<file path="src/rtl/seq_mult_unsigned_pkg.sv">
// Shared definitions for the sequential shift-and-add multiplier:
// FSM state encoding and the legal operand-width range.
package seq_mult_unsigned_pkg;

    // Control states of the multiplier.
    typedef enum logic [1:0] {
        IDLE = 2'd0,
        RUN  = 2'd1,
        DONE = 2'd2
    } state_t;

    // Legal range for the operand width N.
    localparam int N_MIN = 2;
    localparam int N_MAX = 32;

endpackage

</file>
<file path="src/rtl/seq_mult_unsigned_rca_n.sv">
// Parametrised N-bit ripple-carry adder built from a chain of full-adder
// cells, plus the full-adder cell itself.

// Single-bit full adder.
module fa (
    output logic s,
    output logic co,
    input  logic a,
    input  logic b,
    input  logic ci
);

    assign s  = a ^ b ^ ci;
    assign co = (a & b) | (a & ci) | (b & ci);

endmodule

// N-bit ripple-carry adder: carry ripples from bit 0 to bit N-1.
module rca_n #(
    parameter int N = 4
) (
    output logic [N-1:0] Sum,
    output logic         Cout,
    input  logic [N-1:0] A,
    input  logic [N-1:0] B,
    input  logic         Cin
);

    logic [N:0] w_carry;

    assign w_carry[0] = Cin;

    for (genvar i = 0; i < N; i++) begin : g_bit
        fa u_fa (
            .s  (Sum[i]),
            .co (w_carry[i+1]),
            .a  (A[i]),
            .b  (B[i]),
            .ci (w_carry[i])
        );
    end

    assign Cout = w_carry[N];

endmodule

</file>
<file path="src/rtl/seq_mult_unsigned.sv">
// Iterative shift-and-add unsigned multiplier. One N-bit ripple-carry adder
// is reused over N RUN cycles; the result is announced with a one-cycle done
// pulse and held in the product register until the next result.
module seq_mult_unsigned
    import seq_mult_unsigned_pkg::*;
#(
    parameter int N = 4
) (
    input  logic           clk,
    input  logic           rst,
    input  logic           start,
    input  logic [N-1:0]   a,
    input  logic [N-1:0]   b,
    output logic           ready,
    output logic           busy,
    output logic           done,
    output logic [2*N-1:0] product
);

    localparam int CW = $clog2(N + 1);

    // Refuse to elaborate with an operand width outside the supported range.
    if (N < N_MIN || N > N_MAX) begin : g_bad_n
        $error("seq_mult_unsigned: N=%0d outside legal range %0d..%0d", N, N_MIN, N_MAX);
    end

    state_t          r_state;
    state_t          w_next_state;
    logic [N-1:0]    r_mcand;
    logic [N-1:0]    r_acc_hi;
    logic [N-1:0]    r_acc_lo;
    logic [CW-1:0]   r_count;
    logic [2*N-1:0]  r_product;

    logic [N-1:0]    w_addend;
    logic [N-1:0]    w_sum;
    logic            w_cout;
    logic [2*N-1:0]  w_shifted;
    logic            w_last;

    // Add the multiplicand only when the current multiplier bit is set.
    assign w_addend = r_acc_lo[0] ? r_mcand : '0;

    rca_n #(
        .N (N)
    ) u_rca (
        .Sum  (w_sum),
        .Cout (w_cout),
        .A    (r_acc_hi),
        .B    (w_addend),
        .Cin  (1'b0)
    );

    // Right shift of the (2N+1)-bit {cout, sum, acc_lo}; the carry becomes
    // the top bit, so nothing is lost.
    assign w_shifted = {w_cout, w_sum, r_acc_lo[N-1:1]};
    assign w_last    = (r_count == CW'(N - 1));
    assign product   = r_product;

    // State register.
    // NOTE: sequential state uses non-blocking (<=) so every register samples
    // pre-edge values; blocking here would create order-dependent races.
    always_ff @(posedge clk) begin
        if (rst) begin
            r_state <= IDLE;
        end else begin
            r_state <= w_next_state;
        end
    end

    // Next-state and handshake outputs, decoded from the current state.
    // NOTE: every output gets a default before the case so no path leaves a
    // signal unassigned, which would otherwise infer a latch.
    always_comb begin
        w_next_state = r_state;
        ready        = 1'b0;
        busy         = 1'b0;
        done         = 1'b0;
        case (r_state)
            IDLE: begin
                ready = 1'b1;
                if (start) begin
                    w_next_state = RUN;
                end
            end
            RUN: begin
                busy = 1'b1;
                if (w_last) begin
                    w_next_state = DONE;
                end
            end
            DONE: begin
                done         = 1'b1;
                w_next_state = IDLE;
            end
            default: begin
                w_next_state = IDLE;
            end
        endcase
    end

    // Datapath: operand capture, shift-and-add iteration and result latch.
    // NOTE: every datapath register is reset, since a mid-operation abort must
    // also clear the visible product, not only the control state.
    always_ff @(posedge clk) begin
        if (rst) begin
            r_mcand   <= '0;
            r_acc_hi  <= '0;
            r_acc_lo  <= '0;
            r_count   <= '0;
            r_product <= '0;
        end else begin
            case (r_state)
                IDLE: begin
                    if (start) begin
                        r_mcand  <= a;
                        r_acc_hi <= '0;
                        r_acc_lo <= b;
                        r_count  <= '0;
                    end
                end
                RUN: begin
                    {r_acc_hi, r_acc_lo} <= w_shifted;
                    r_count              <= r_count + CW'(1);
                    if (w_last) begin
                        r_product <= w_shifted;
                    end
                end
                default: begin
                end
            endcase
        end
    end

endmodule
</file>
<file path="config.mk">
export PLATFORM = sky130hd
export DESIGN_NAME = seq_mult_unsigned
export DESIGN_NICKNAME = d
export VERILOG_FILES = /design/src/rtl/seq_mult_unsigned_pkg.sv /design/src/rtl/seq_mult_unsigned_rca_n.sv /design/src/rtl/seq_mult_unsigned.sv
export SDC_FILE = /design/constraint.sdc
export NUM_CORES = 1
export LEC_CHECK = 0
export CORE_MARGIN = 2
export CORE_UTILIZATION = 53
export CTS_BUF_LIST = sky130_fd_sc_hd__clkbuf_16
export DETAILED_ROUTE_END_ITERATION = 16
export GPL_TIMING_DRIVEN = 0
export PLACE_DENSITY = 0.82
export SLEW_MARGIN = 20
export SYNTH_ARGS = -nofsm -noshare
export SYNTH_HDL_FRONTEND = slang
export SYNTH_SLANG_ARGS = --single-unit
</file>
<file path="constraint.sdc">
create_clock -name clk -period 4.26 [get_ports clk]
set_clock_uncertainty 0.2 [all_clocks]
set_input_delay 0.639 -clock clk [delete_from_list [all_inputs] [get_ports clk]]
set_output_delay 0.639 -clock clk [all_outputs]
set_load 0.01 [all_outputs]
</file>
==> impl_metrics.toml <==
[cts]
htree_levels = 1
cts_resized = 0
cts.sinks = 25
clockRootBuffer = "clkbuf_16"
hold_buffers = 0
clk_path_buf_depth = 2
cts_buffers = 3
cts_tree = "yes"
clk_latency_ps = 250
clkTransAtPathRegs_ps = 60
cts_setup_buffers = 0

[synth]
synth_area_leader_cell = "dfxtp_1"
synthArstFlopShare_pct = 0
synth.most_common_cell = "dfxtp_1"
syn_nets = 141
synthTopCellsByArea = "dfxtp_1, nand2_1, a21oi_1"
avgSynthCellArea_um2 = 8.990
synthTopCellsByCount = "dfxtp_1, nand2_1, a21oi_1"
ys_ff_latch = 25
ys_seq_area_share_pct = 44.89
yosysWarningCount = 0
ys.flop_type = "dfxtp_1"
netlist_instances = 124
synth.distinct_cells = 29
synth_edf_count = 0
mappedNetlistArea_mm2 = 0.001115
synth_top_cell_area_share_pct = 44.89

[floorplanning]
die_w_um = 49.87
start_util_pct = 56.25
ios = 22
rows = 16
dieArea_mm2 = 0.002487
die_y_um = 49.87
core_area_mm2 = 0.001982

[power_and_ir_drop]
internal_power_mw = 0.3948
finalPower_mw = 0.5030
netSwitchingFraction_pct = 21.51
pwr-share-clk_pct = 40.0
p_switching_mw = 0.1082
p_comb_share_pct = 10.8
p_leak_nw = 0.5249
power_density_mw_per_mm2 = 352.3
peakVddDrop_uv = 247.2
seqPwrFrac_pct = 49.2

[drt]
dr.pass1.iters = 4
via_per_inst = 5.109
drtIter0Drc = 6
drt_wl_total_um = 2250
wl_per_cell_um = 12.86
route.antenna.remaining_nets = 0
route.vias.total = 894
route.detailed.drc = 0

[sta]
tns_ps = 0
relSlewSlack_pct = 38.06
hold_violations = 0
rsz0062_at_grt = "false"
fmax_ghz = 0.4060
min_period_ps = 2463
setup_viol_count_final = 0
drv_slew = 0
fin_crit_sh_pct = 57.82
worst_slack_ps = 1797
worst_slew_pin_slew_ps = 927.0

[run]
maxCapViolCount = 0

[critical_path]
slowest_delay_ps = 390
worst_path_max_delay_cell = "fa_1"
critPathKind = "register to register"
required_ps = 4210
start_kind = "register"
worstSetupEndpointType = "register"
critPathMaxFanout = 5
worstPathArrival_ps = 2420
path_cells = "and2_1 -> ha_1 -> inv_1 -> fa_1 -> inv_1 -> fa_1 -> inv_1 -> fa_1 -> or3_1 -> o41ai_1"
startpoint = "r_acc_lo[0]"
reg2regPathDepth = 10
r2r_start = "r_acc_lo[0]"

[status]
status = "finished clean"

[layout]
num_antenna_cells = 0
design_area_mm2 = 0.001428
nNetsFinal = 166
syn2layout_area_growth_pct = 28.06
layout-drive-gt1-share_pct = 9.459

[place]
place_congestion = 0.7677
dp_worst_setup_slack_ps = 1721
port_buffers = 20
postPlaceCellArea_mm2 = 0.001349
hpwl_um = 1614

[global_routing]
grt.total_usage_pct = 20.04
grt_pass1_wl_um = 3746
grt_remaining_overflow = 0
grt_max_degree = 14
grt_pass1_vias = 845
antenna_found_initial = 0

[hold_path]
worstHoldPathCells = 2
hold_start = "r_mcand[2]"
hold_path_class = "register to register"
==> path summary, 6_finish.rpt <==
path	to	slack, ps
hold / removal	r_mcand[2]	250
setup reg to reg	r_acc_hi[3]	1800
setup / recovery	r_acc_hi[3]	1800
hold reg to reg	r_mcand[2]	250
==> flip-flops by register name, indices dropped and copies added, names as in the netlist <==
register  flops
r_state       2
r_mcand       4
r_count       3
r_acc_hi      4
product       8
r_acc_lo      4
==> logic make-up (layout without fill, tap and decap cells) <==
| group | Yosys count | in the layout | share of synthesized area (%) |
|---|---|---|---|
| flip-flops | 25 | 25 | 44.89 |
| AO/OA/AOI/OAI | 24 | 24 | 13.69 |
| adder cells (fa/ha/maj) | 6 | 6 | 8.755 |
| multiplexers | 5 | 5 | 4.602 |
| buffers and inverters | 15 | 39 | 7.406 |
| AND/OR/NAND/NOR | 49 | 49 | 20.65 |
==> power groups by stage <==
stage	Clock, mW	Sequential (mW)	Combinational [mW]
2_1_floorplan	0	0.251	0.0346
3_3_place_gp	0	0.252	0.0524
3_5_place_dp	0	0.253	0.0543
4_1_cts	0.206	0.248	0.0547
5_1_grt	0.214	0.248	0.0597
6_report	0.201	0.247	0.0544
==> placed cells by master (no fill, tap or decap), types with 3 or more instances in the layout <==
cell type	n
dfxtp_1	25
nand2_1	22
clkdlybuf4s50_1	20
a21oi_1	13
nor2_1	11
inv_1	7
a211oi_1	7
nand3_1	4
mux2i_1	4
nand2b_1	3
clkbuf_1	3
fa_1	3
ha_1	3
clkbuf_16	3
==> per-stage QoR <==
stage	hold slack [ps]	utilization, %	cells
6_report	248.1	72.03	175
5_1_grt	272.6	72.03	175
4_1_cts	252.3	72.03	175
3_5_place_dp	243.8	68.06	171
3_3_place_gp	238.1	68.06	171
2_1_floorplan	231.7	-	124
==> routing by layer <==
| layer | share of wire, % | global-route usage [%] | vias to the layer above |
|---|---|---|---|
| met4 | 2.7 | 11.57 | 0 |
| met2 | 50 | 33.33 | 14 |
| met3 | 2.3 | 2.727 | 6 |
| met5 | 0 | 0 | - |
| li1 | - | - | 463 |
| met1 | 45 | 24.71 | 411 |
==> worst max-delay path: cells and delay by family, from the launching register on <==
family	cells	cell delay, ps
compound gates	1	70
fa+ha+maj	4	1020
buf+inv	3	160
flops	1	380
simple gates	2	530
==> layout make-up <==
class,instances,area [um2]
Buffer,8,56.30
Clock buffer,3,75.07
Clock inverter,1,3.754
Fill cell,151,554.3
Inverter,7,26.28
Multi-Input combinational cell,84,531.8
Sequential cell,25,500.5
Tap cell,27,33.78
Timing Repair Buffer,20,200.2
Note: power is estimated with default switching activity, not from simulation.
